==> config.mk <==
export PLATFORM = sky130hd
export DESIGN_NAME = pipelined_cla_adder
export DESIGN_NICKNAME = d
export VERILOG_FILES = /design/src/rtl/pipelined_cla_adder.sv
export SDC_FILE = /design/constraint.sdc
export NUM_CORES = 1
export LEC_CHECK = 0
export BUFFER_PORTS_ARGS = -buffer_cell sky130_fd_sc_hd__buf_2
export CAP_MARGIN = 20
export CORE_MARGIN = 2
export CORE_UTILIZATION = 40
export CTS_CLUSTER_DIAMETER = 60
export CTS_CLUSTER_SIZE = 30
export DETAILED_ROUTE_END_ITERATION = 16
export GPL_ROUTABILITY_DRIVEN = 0
export PLACE_DENSITY = 0.71
export SLEW_MARGIN = 10
export SYNTH_ARGS = -nofsm -noshare
export SYNTH_HDL_FRONTEND = slang
export SYNTH_SLANG_ARGS = --single-unit
export TNS_END_PERCENT = 1
==> constraint.sdc <==
create_clock -name clk -period 1.85 [get_ports clk]
set_clock_uncertainty 0.2 [all_clocks]
set_input_delay 0.0925 -clock clk [delete_from_list [all_inputs] [get_ports clk]]
set_output_delay 0.0925 -clock clk [all_outputs]
set_load 0.01 [all_outputs]
==> src/rtl/pipelined_cla_adder.sv <==
// Pipelined carry-lookahead adder: one 4-bit lookahead group per register stage.
// Define PCLA_SUB_EN to add the `sub` port (a - b - cin when sub=1).
module pipelined_cla_adder #(
    parameter int WIDTH = 16
) (
    input  logic             clk,
    input  logic             rst_n,
    input  logic             in_valid,
    output logic             in_ready,
    input  logic [WIDTH-1:0] a,
    input  logic [WIDTH-1:0] b,
    input  logic             cin,
`ifdef PCLA_SUB_EN
    input  logic             sub,
`endif
    output logic             out_valid,
    input  logic             out_ready,
    output logic [WIDTH-1:0] sum,
    output logic             cout,
    output logic             ovf
);

    localparam int NG = WIDTH / 4;

    logic             en;
    logic [WIDTH-1:0] b_in;
    logic             c_in;

    assign en       = out_ready || !out_valid;
    assign in_ready = en;

`ifdef PCLA_SUB_EN
    // Subtraction folds into the operand: a + ~b + ~cin == a - b - cin.
    assign b_in = sub ? ~b : b;
    assign c_in = cin ^ sub;
`else
    assign b_in = b;
    assign c_in = cin;
`endif

    // Returns {c3, c4, s[3:0]} with every carry in two-level form.
    function automatic logic [5:0] cla4(
        input logic [3:0] x,
        input logic [3:0] y,
        input logic       c0
    );
        logic [3:0] g;
        logic [3:0] p;
        logic       c1;
        logic       c2;
        logic       c3;
        logic       c4;
        g  = x & y;
        p  = x ^ y;
        c1 = g[0] | (p[0] & c0);
        c2 = g[1] | (p[1] & g[0]) | (p[1] & p[0] & c0);
        c3 = g[2] | (p[2] & g[1]) | (p[2] & p[1] & g[0])
           | (p[2] & p[1] & p[0] & c0);
        c4 = g[3] | (p[3] & g[2]) | (p[3] & p[2] & g[1])
           | (p[3] & p[2] & p[1] & g[0])
           | (p[3] & p[2] & p[1] & p[0] & c0);
        return {c3, c4, p ^ {c3, c2, c1, c0}};
    endfunction

    for (genvar k = 0; k < NG; k++) begin : stg
        logic [WIDTH-1:0] a_i;
        logic [WIDTH-1:0] b_i;
        logic [WIDTH-1:0] s_i;
        logic             c_i;
        logic             v_i;
        logic [5:0]       r;
        logic [WIDTH-1:0] s_n;
        logic [WIDTH-1:0] a_q;
        logic [WIDTH-1:0] b_q;
        logic [WIDTH-1:0] s_q;
        logic             c_q;
        logic             o_q;
        logic             v_q;

        if (k == 0) begin : head
            assign a_i = a;
            assign b_i = b_in;
            assign s_i = '0;
            assign c_i = c_in;
            assign v_i = in_valid;
        end else begin : link
            assign a_i = stg[k-1].a_q;
            assign b_i = stg[k-1].b_q;
            assign s_i = stg[k-1].s_q;
            assign c_i = stg[k-1].c_q;
            assign v_i = stg[k-1].v_q;
        end

        assign r = cla4(a_i[4*k +: 4], b_i[4*k +: 4], c_i);

        always_comb begin
            s_n           = s_i;
            s_n[4*k +: 4] = r[3:0];
        end

        always_ff @(posedge clk or negedge rst_n) begin
            if (!rst_n) begin
                v_q <= 1'b0;
            end else if (en) begin
                v_q <= v_i;
            end
        end

        // Bubbles leave data registers untouched.
        always_ff @(posedge clk or negedge rst_n) begin
            if (!rst_n) begin
                a_q <= '0;
                b_q <= '0;
                s_q <= '0;
                c_q <= 1'b0;
                o_q <= 1'b0;
            end else if (en && v_i) begin
                a_q <= a_i;
                b_q <= b_i;
                s_q <= s_n;
                c_q <= r[4];
                o_q <= r[5] ^ r[4];
            end
        end

        if (k == NG - 1) begin : tail
            logic unused_ops;
            assign unused_ops = ^{a_q, b_q};
        end else begin : mid
            logic unused_ovf;
            assign unused_ovf = o_q;
        end
    end

    assign out_valid = stg[NG-1].v_q;
    assign sum       = stg[NG-1].s_q;
    assign cout      = stg[NG-1].c_q;
    assign ovf       = stg[NG-1].o_q;

endmodule

==> results of run 1 <==
[layout by cell type (no fill, tap or decap), types with 2 or more instances in the layout]
master and count:
sky130_fd_sc_hd__o21ai_1 2, sky130_fd_sc_hd__inv_1 15, sky130_fd_sc_hd__dfrtp_1 97, sky130_fd_sc_hd__clkinv_2 2, sky130_fd_sc_hd__xnor2_1 7, sky130_fd_sc_hd__fa_1 4, sky130_fd_sc_hd__dlygate4sd3_1 33, sky130_fd_sc_hd__a21oi_1 5
sky130_fd_sc_hd__nand2_4 3, sky130_fd_sc_hd__buf_12 2, sky130_fd_sc_hd__mux2_2 24, sky130_fd_sc_hd__a211oi_1 3, sky130_fd_sc_hd__nor2_1 8, sky130_fd_sc_hd__a211oi_2 4, sky130_fd_sc_hd__buf_2 55, sky130_fd_sc_hd__o21bai_1 3
sky130_fd_sc_hd__buf_4 6, sky130_fd_sc_hd__clkbuf_8 9, sky130_fd_sc_hd__nand2_1 17, sky130_fd_sc_hd__ha_1 16, sky130_fd_sc_hd__o21ai_0 22, sky130_fd_sc_hd__mux2_4 48, sky130_fd_sc_hd__xor2_1 5
[state kept, by name, indices dropped and copies added, names as in the netlist]
| name | flops |
|---|---|
| stg.b_q | 24 |
| stg.a_q | 24 |
| cout | 1 |
| out_valid | 1 |
| stg.v_q | 3 |
| ovf | 1 |
| sum | 16 |
| stg.s_q | 24 |
| stg.c_q | 3 |
[cell type report]
type,count,area share
Clock inverter,2,0.00189
Multi-Input combinational cell,178,0.340
Timing Repair Buffer,97,0.133
Inverter,15,0.0106
Sequential cell,97,0.458
Clock buffer,10,0.0241
Tap cell,140,0.0330
[cells by family after synthesis]
logic type,share of synthesized area
flip-flops,0.556
buffers and inverters,0.0367
adder cells (fa/ha/maj),0.0642
XOR/XNOR,0.0241
multiplexers,0.229
AND/OR/NAND/NOR,0.0364
AO/OA/AOI/OAI,0.0539
[worst max-delay path: stages]
cell and delay (ns):
sky130_fd_sc_hd__dlygate4sd3_1 0.54, sky130_fd_sc_hd__buf_2 0.12, sky130_fd_sc_hd__ha_1 0.27, sky130_fd_sc_hd__dlygate4sd3_1 0.58, sky130_fd_sc_hd__xnor2_1 0.16, sky130_fd_sc_hd__o21ai_0 0.09
[repair_timing]
| item | 4_1_cts | 5_1_grt |
|---|---|---|
| setup endpoints to repair | 0 | 9 |
| gates resized for setup | 0 | 8 |
| hold buffers | 34 | 0 |
| endpoints found under the hold margin | 130 | 0 |
| buffers inserted | 0 | 0 |
[path summary, 6_finish.rpt]
kind	startpoint	slack, ns	end	cells past startpoint
setup / recovery	b[2]	0.03	stg[0].s_q[2]	6
hold / removal	rst_n	0.02	stg[1].b_q[9]	2
setup reg to reg	stg[2].a_q[12]	0.08	sum[15]	5
hold reg to reg	stg[2].s_q[9]	0.28	stg[2].s_q[9]	2
max in group asynchronous	rst_n	0.87	stg[0].b_q[13]	3
min in group clk	in_valid	0.02	stg[0].a_q[11]	3
[routing by layer]
layer  GRT usage  vias up  wire (um)
li1            -     1236          -
met1       0.185     1130       3450
met2       0.198       46       3140
met3      0.0283       13        240
met4      0.0687        0        145
met5           0        -          0
[stage by stage]
| step | instances | util |
|---|---|---|
| after floorplan | 301 | - |
| after global placement | 493 | 0.447 |
| after detailed placement | 493 | 0.447 |
| after CTS | 539 | 0.491 |
| after global routing | 539 | 0.494 |
| final | 539 | 0.494 |
[power by group]
part | total (uW) | switching (uW) | internal [uW]
sequential | 3630 | 564 | 3070
clock | 1100 | 642 | 455
combinational | 3550 | 1510 | 2050
==> parameters.txt, run 1 <==
Parameter                              Value

Clock network
  Clock tree buffer depth ... 2
  CTS HTree Levels ... 3
  Clock transition at the registers of the reported paths ... 0.08 ns
  Total clock buffers created by CTS ... 9
  Library cell used as clock root buffer ... sky130_fd_sc_hd__clkbuf_8
  Latest clock arrival within the worst-skew pair ... 0.35 ns
  Number of clock sinks ... 97
  CTS tree ... done

Timing
  Number of pins exceeding their max-slew limit in the final report ... 0
  Highest attainable clock frequency ... 0.549 GHz
  Setup repair after global routing missed its margin ... yes
  Setup TNS after final layout ... 0 ns
  Time the worst path needs with I/O delays and setup ... 1.82 ns
  Worst slew margin relative to its limit ... 0.685
  Worst hold slack ... 0.0163 ns
  Final worst path period share ... 0.984
  Transition time at the pin with the least slew margin ... 0.473 ns
  Final count of hold timing violations ... 0
  PnR worst setup slack ... 0.0290 ns
  Total setup violations reported at the end of the flow ... 0

Global routing
  GR Util All Layers ... 0.134
  Via count of the first global-routing pass ... 2540
  Total grt overflow ... 0
  Global-route wire length before repair ... 12200 um
  Pin count of the biggest net entering global routing ... 36
  Initial antenna violation count ... 0

Finish
  Final #Nets ... 455
  Area taken by flip-flops and latches ... 2430 um^2
  Fraction of layout instances using a drive strength above 1 ... 0.393
  Area of the multi-input gates ... 1800 um^2
  Number of antenna cells inserted ... 0
  Layout-stage area growth over the synthesis result ... 21.4%
  Number of filler cells placed in the layout ... 958
  Post-route cell area ... 5300 um^2

Place
  Post-placement setup slack ... 0.0261 ns
  Placed cell areas ... 4800 um^2
  Half-perimeter wire length after detailed placement ... 5030 um
  IO buf count ... 56

Outcome
  Result of the run ... completed

Detailed routing
  Residual antenna-violating net count after detailed routing ... 0
  Residual DRC count ... 0
  Number of iterations in the first detailed-routing pass ... 4
  Total wire length ... 6980 um
  Routed length per instance ... 12.9 um
  DR vias ... 2425
  Detailed Route Iter0 Violations ... 89
  Detail-routed via count per cell ... 4.50

Die
  Overall die area ... 11800 um^2
  Width of the chip ... 109 um
  Initial Utilization ... 0.406
  Floorplan row count ... 38
  Number of ports placed on the die boundary ... 57
  Area of the placeable core ... 10700 um^2
  Chip height ... 109 um

Synthesis
  Synthesized net count ... 358
  Share of Yosys cell area claimed by the top area cell type ... 0.556
  Post-Synthesis Mean Instance Area ... 14.5 um^2
  Most frequently used cell type in the post-synthesis netlist ... sky130_fd_sc_hd__dfrtp_1
  Library cell occupying the most area in the post-synthesis netlist ... sky130_fd_sc_hd__dfrtp_1
  Dominant synthesized flop cell ... sky130_fd_sc_hd__dfrtp_1
  Ranking of synthesized cells by area ... sky130_fd_sc_hd__dfrtp_1, sky130_fd_sc_hd__mux2_4, sky130_fd_sc_hd__mux2_2
  Yosys reg bits ... 97
  Share of synthesized flip-flops with an asynchronous set or reset ... 1.00
  Number of distinct standard cells referenced by the synthesized netlist ... 26
  Yosys Warn Count ... 0
  Share of the yosys chip area belonging to registers ... 0.556
  Synth top cells by count ... sky130_fd_sc_hd__dfrtp_1, sky130_fd_sc_hd__mux2_4, sky130_fd_sc_hd__mux2_2, sky130_fd_sc_hd__o21ai_0, sky130_fd_sc_hd__nand2_1
  Post-synthesis cell count ... 301
  Number of flops mapped to enable cells by yosys ... 0
  Mapped cell area ... 4370 um^2

Critical path
  Endpoint type of the worst setup path ... flop
  Worst Setup Start Kind ... input pin
  Arrival time at the worst endpoint ... 1.85 ns
  Critical setup path kind ... input pin to flop
  Critical Path RT ... 1.88 ns
  Largest fanout on the critical path ... 2

Power and ir drop
  Total power after layout ... 8280 uW
  Worst IR drop on VDD ... 0.576 mV
  Leakage power ... 0.00260 uW
  Power per standard cell area ... 1560 nW/um^2

Job
  Number of maximum-capacitance violations ... 0

Min path
  Hold/Removal Path Class ... input pin to asynchronous set/reset pin
Note: power is estimated with default switching activity, not from simulation.
==> inputs of run 2 (changes only) <==
--- a/config.mk
+++ b/config.mk
@@ -8,12 +8,11 @@
 export BUFFER_PORTS_ARGS = -buffer_cell sky130_fd_sc_hd__buf_2
 export CAP_MARGIN = 20
 export CORE_MARGIN = 2
-export CORE_UTILIZATION = 40
+export CORE_UTILIZATION = 30
 export CTS_CLUSTER_DIAMETER = 60
 export CTS_CLUSTER_SIZE = 30
 export DETAILED_ROUTE_END_ITERATION = 16
 export GPL_ROUTABILITY_DRIVEN = 0
-export PLACE_DENSITY = 0.71
 export SLEW_MARGIN = 10
 export SYNTH_ARGS = -nofsm -noshare
 export SYNTH_HDL_FRONTEND = slang
==> parameters.txt, run 2 (same netlist as run 1, synthesis figures left out) <==
Parameter                              Value

Critical path
  Critical setup path kind ... flop to flop
  Largest fanout on the critical path ... 3
  Arrival time at the worst endpoint ... 1.80 ns
  Worst Setup Start Kind ... flop
  Endpoint type of the worst setup path ... flop
  Critical Path RT ... 1.87 ns

Detailed routing
  Routed length per instance ... 12.9 um
  Number of iterations in the first detailed-routing pass ... 4
  Detailed Route Iter0 Violations ... 79
  Detail-routed via count per cell ... 4.28
  Residual DRC count ... 0
  Residual antenna-violating net count after detailed routing ... 0
  Total wire length ... 7570 um
  DR vias ... 2503

Timing
  Highest attainable clock frequency ... 0.562 GHz
  Number of pins exceeding their max-slew limit in the final report ... 0
  Time the worst path needs with I/O delays and setup ... 1.78 ns
  Setup TNS after final layout ... 0 ns
  Setup repair after global routing missed its margin ... no
  Worst hold slack ... 0.0124 ns
  Final count of hold timing violations ... 0
  Worst slew margin relative to its limit ... 0.629
  Final worst path period share ... 0.962
  Total setup violations reported at the end of the flow ... 0
  Transition time at the pin with the least slew margin ... 0.557 ns

Clock network
  CTS tree ... done
  Clock transition at the registers of the reported paths ... 0.06 ns
  Library cell used as clock root buffer ... sky130_fd_sc_hd__clkbuf_16
  CTS HTree Levels ... 3
  Setup Fix Bufs, Post-CTS ... 0
  Number of clock sinks ... 97
  Clock tree buffer depth ... 2
  Latest clock arrival within the worst-skew pair ... 0.34 ns
  Total clock buffers created by CTS ... 9

Place
  Half-perimeter wire length after detailed placement ... 5340 um
  IO buf count ... 56

Power and ir drop
  Worst IR drop on VDD ... 0.571 mV
  Clock network fraction of design power ... 0.198
  Internal power of the cells ... 6200 uW
  Switching power summed over all nets ... 2890 uW
  Fraction of power consumed by sequential logic ... 0.401
  Leakage power ... 0.00266 uW
  Fraction of power spent switching nets ... 0.318
  Power per standard cell area ... 1650 nW/um^2
  Combinational share of power ... 0.401

Global routing
  Initial antenna violation count ... 1
  Global-route wire length before repair ... 13000 um
  Pin count of the biggest net entering global routing ... 45
  Via count of the first global-routing pass ... 2583
  GR Util All Layers ... 0.103
  Total grt overflow ... 0

Die
  Width of the chip ... 125 um
  Chip height ... 125 um
  Initial Utilization ... 0.304
  Area of the placeable core ... 14400 um^2
  Floorplan row count ... 44
  Overall die area ... 15500 um^2
  Number of ports placed on the die boundary ... 57

Finish
  Final #Nets ... 452
  Highest-count cells in the layout ignoring fill and taps ... sky130_fd_sc_hd__dfrtp_1, sky130_fd_sc_hd__buf_2, sky130_fd_sc_hd__mux2_4
  Most common cell after layout, fill and taps aside ... sky130_fd_sc_hd__dfrtp_1
  Largest registers ... stg.a_q (24), stg.b_q (24), stg.s_q (24)
  Layout-stage area growth over the synthesis result ... 26.1%
  Fraction of layout instances using a drive strength above 1 ... 0.400

Outcome
  Result of the run ... completed

Min path
  Hold/Removal Path Class ... input pin to flop

Job
  Number of maximum-capacitance violations ... 0
==> run 2: cell types whose count changed in the layout (fill, tap and decap cells not counted), moves of 2 or more <==
cell                            delta
sky130_fd_sc_hd__clkbuf_16         +9
sky130_fd_sc_hd__clkbuf_8          -9
sky130_fd_sc_hd__buf_4             -2
sky130_fd_sc_hd__dlygate4sd3_1     -2
sky130_fd_sc_hd__clkinv_2          +2
sky130_fd_sc_hd__buf_12            +2
==> run 2: power groups by stage <==
| stage | Sequential [uW] | Combinational, uW | Clock [uW] |
|---|---|---|---|
| after CTS | 3640 | 3600 | 1850 |
| after global routing | 3780 | 4070 | 1910 |
| after floorplan | 3590 | 2730 | 0 |
| final | 3640 | 3650 | 1800 |
| after global placement | 3630 | 3450 | 0 |
| after detailed placement | 3680 | 3520 | 0 |
==> run 2: stage by stage <==
stage          cells  utilization  setup slack [ns]  total power (uW)  cell area (um^2)
2_1_floorplan    301            -             0.176              6320              4370
3_3_place_gp     537        0.340            0.0980              7080              4880
3_5_place_dp     537        0.340            0.0137              7200              4880
4_1_cts          584        0.381           0.00956              9100              5480
5_1_grt          585        0.383           0.00687              9760              5510
6_report         585        0.383            0.0700              9090              5510
==> run 2: routing by layer <==
metal / global-route usage / up-vias / wire [um] / part of all wire
li1: - / 1237 / - / -
met1: 0.142 / 1214 / 3750 / 0.50
met2: 0.155 / 40 / 3450 / 0.46
met3: 0.0168 / 12 / 177 / 0.023
met4: 0.0608 / 0 / 194 / 0.026
met5: 0 / - / 0 / 0
==> run 2: final cells by class <==
cell class | count | area [um^2]
flip-flops and latches | 97 | 2430
repair buffers | 94 | 696
well taps | 184 | 230
clock buffers | 10 | 229
fillers | 1353 | 8860
inverters | 15 | 56.3
diodes | 1 | 2.50
multi-input cells | 178 | 1810
clock inverters | 6 | 58.8
==> run 2: what timing repair did <==
item,in CTS,in global routing
hold buffers,31,0
endpoints found under the hold margin,114,0
gates resized for setup,0,5
setup endpoints to repair,0,5
==> run 2: worst max-delay path, stage by stage (launching register included) <==
cell and delay (ns):
sky130_fd_sc_hd__dfrtp_1 0.40, sky130_fd_sc_hd__ha_1 0.33, sky130_fd_sc_hd__a211oi_2 0.28, sky130_fd_sc_hd__o21bai_1 0.14, sky130_fd_sc_hd__a211oi_1 0.25, sky130_fd_sc_hd__a21oi_1 0.06
==> run 2: worst paths after layout <==
kind | startpoint | to | slack [ns] | cells after the start
min in group asynchronous | rst_n | sum[12] | 0.08 | 2
setup reg to reg | stg[0].a_q[4] | stg[1].c_q | 0.07 | 5
setup / recovery | stg[0].a_q[4] | stg[1].c_q | 0.07 | 5
hold reg to reg | stg[1].s_q[6] | stg[1].s_q[6] | 0.28 | 2
max in group asynchronous | rst_n | stg[0].b_q[4] | 0.76 | 3
hold / removal | b[0] | stg[0].s_q[0] | 0.01 | 4
==> inputs of run 3 (changes only) <==
--- a/config.mk
+++ b/config.mk
@@ -7,12 +7,15 @@
 export LEC_CHECK = 0
 export BUFFER_PORTS_ARGS = -buffer_cell sky130_fd_sc_hd__buf_2
 export CAP_MARGIN = 20
+export CELL_PAD_IN_SITES_DETAIL_PLACEMENT = 1
+export CELL_PAD_IN_SITES_GLOBAL_PLACEMENT = 2
 export CORE_MARGIN = 2
 export CORE_UTILIZATION = 30
 export CTS_CLUSTER_DIAMETER = 60
 export CTS_CLUSTER_SIZE = 30
 export DETAILED_ROUTE_END_ITERATION = 16
 export GPL_ROUTABILITY_DRIVEN = 0
+export PLACE_DENSITY = 0.69
 export SLEW_MARGIN = 10
 export SYNTH_ARGS = -nofsm -noshare
 export SYNTH_HDL_FRONTEND = slang
==> parameters.txt, run 3 (same netlist as run 1, synthesis figures left out) <==
Parameter                              Value

Clock network
  Number of clock sinks ... 97
  Latest clock arrival within the worst-skew pair ... 0.34 ns
  Clock transition at the registers of the reported paths ... 0.07 ns
  Total clock buffers created by CTS ... 9
  Library cell used as clock root buffer ... sky130_fd_sc_hd__clkbuf_16
  CTS HTree Levels ... 3
  Clock tree buffer depth ... 2
  CTS tree ... done
  Setup Fix Bufs, Post-CTS ... 0

Job
  Number of maximum-capacitance violations ... 0

Detailed routing
  Detail-routed via count per cell ... 4.34
  Residual DRC count ... 0
  Residual antenna-violating net count after detailed routing ... 0
  Detailed Route Iter0 Violations ... 44
  DR vias ... 2542
  Number of iterations in the first detailed-routing pass ... 4
  Routed length per instance ... 14.3 um
  Total wire length ... 8360 um

Place
  Post-placement setup slack ... -0.00239 ns
  IO buf count ... 56
  Half-perimeter wire length after detailed placement ... 5900 um
  Total instance count after detailed placement ... 539

Die
  Initial Utilization ... 0.304
  Area of the placeable core ... 14400 um^2
  Chip height ... 125 um
  Width of the chip ... 125 um
  Number of ports placed on the die boundary ... 57
  Overall die area ... 15500 um^2
  Floorplan row count ... 44

Timing
  Transition time at the pin with the least slew margin ... 0.429 ns
  Final count of hold timing violations ... 0
  Number of pins exceeding their max-slew limit in the final report ... 0
  Final worst path period share ... 0.958
  Worst slew margin relative to its limit ... 0.714
  Total setup violations reported at the end of the flow ... 0
  PnR worst setup slack ... 0.0779 ns
  Worst hold slack ... 0.00397 ns
  Time the worst path needs with I/O delays and setup ... 1.77 ns
  Highest attainable clock frequency ... 0.564 GHz

Min path
  Hold/Removal Path Class ... input pin to flop

Critical path
  Slowest stage cell, crit path ... sky130_fd_sc_hd__dfrtp_1
  Series of cell instances along the critical path ... ha_1 > o21ai_1 > o21ba_2 > or3_1 > a21oi_2
  Critical setup path kind ... flop to flop
  Arrival time at the worst endpoint ... 1.84 ns
  Endpoint type of the worst setup path ... flop
  Largest fanout on the critical path ... 4
  Critical Path RT ... 1.91 ns
  Combined buffer and inverter count along the critical path ... 0
  Critical Path Max Stage Delay ... 0.39 ns
  Worst Setup Start Kind ... flop
  Cell family with most CP delay ... compound AO/OA/AOI/OAI gates

Finish
  Final core area utilization ... 0.389
  Number of antenna cells inserted ... 0
  Final cell count without fillers ... 586
  Largest registers ... stg.a_q (24), stg.b_q (24), stg.s_q (24)
  Highest-count cells in the layout ignoring fill and taps ... sky130_fd_sc_hd__dfrtp_1, sky130_fd_sc_hd__buf_2, sky130_fd_sc_hd__mux2_4
  Layout-stage area growth over the synthesis result ... 27.9%
  Fraction of layout instances using a drive strength above 1 ... 0.410
  Final #Nets ... 455
  Most common cell after layout, fill and taps aside ... sky130_fd_sc_hd__dfrtp_1

Global routing
  Pin count of the biggest net entering global routing ... 31
  GR Util All Layers ... 0.115
  Initial antenna violation count ... 0
  Total grt overflow ... 0
  Via count of the first global-routing pass ... 2760
  Global-route wire length before repair ... 14300 um

Power and ir drop
  Worst IR drop on VDD ... 0.582 mV
  Leakage power ... 0.00270 uW
  Total power after layout ... 9490 uW
  Power per standard cell area ... 1700 nW/um^2

Outcome
  Result of the run ... completed
-- run 3: changes by cell type in the layout (fill, tap and decap cells not counted), sizes merged --
cell	delta
clkinv	-4
buf	+2
bufinv	+2
diode	-1
dlygate4sd3	+1
inv	+1
-- run 3: worst reg2reg max path, cell delays in order, from the launching register on --
cell and delay (ns):
sky130_fd_sc_hd__dfrtp_1 0.39, sky130_fd_sc_hd__ha_1 0.33, sky130_fd_sc_hd__o21ai_1 0.08, sky130_fd_sc_hd__o21ba_2 0.23, sky130_fd_sc_hd__or3_1 0.33, sky130_fd_sc_hd__a21oi_2 0.14
-- run 3: worst paths after layout --
check                               startpoint             end  slack, ns  depth (start not counted)
worst max-delay path            stg[2].a_q[13]             ovf       0.08                          5
worst min-delay path                      b[2]   stg[0].s_q[2]      0.004                          4
worst max register to register  stg[2].a_q[13]             ovf       0.08                          5
worst min register to register   stg[0].s_q[2]   stg[0].s_q[2]       0.28                          2
max in group asynchronous                rst_n  stg[0].a_q[14]       0.73                          3
min in group asynchronous                rst_n   stg[1].a_q[9]       0.04                          2
-- run 3: routing by layer --
| layer | track usage | wire [um] |
|---|---|---|
| met5 | 0 | 0 |
| met4 | 0.0416 | 130 |
| met3 | 0.0253 | 199 |
| met2 | 0.182 | 3900 |
| met1 | 0.157 | 4130 |
-- run 3: area by class of cell --
class                      instances  area [um^2]
clock buffer                      10          229
timing repair buffer              97          721
sequential                        97         2430
fill                            1467         8780
tap                              184          230
inverter                          15         56.3
clock inverter                     5          104
multi-input combinational        178         1820
-- run 3: power by group --
part	total (uW)	switching (uW)	internal, uW	leakage (uW)
sequential	3650	578	3070	0.00116
combinational	3760	1650	2110	0.00138
clock	2080	767	1320	0.000163
total	9490	2990	6500	0.00270
-- run 3: timing repair --
item / 4_1_cts / 5_1_grt
pin swaps: 0 / 2
gates resized for setup: 2 / 7
endpoints found under the setup margin: 3 / 7
hold buffers: 32 / 0
cloned: 0 / 0
endpoints found under the hold margin: 127 / 0
-- run 3: through the flow --
stage	cell area (um^2)	setup TNS [ns]
finish	5590	0
global route	5590	-0.0219
CTS	5560	0
detailed placement	4890	-0.00322
global placement	4890	0
floorplan	4370	0
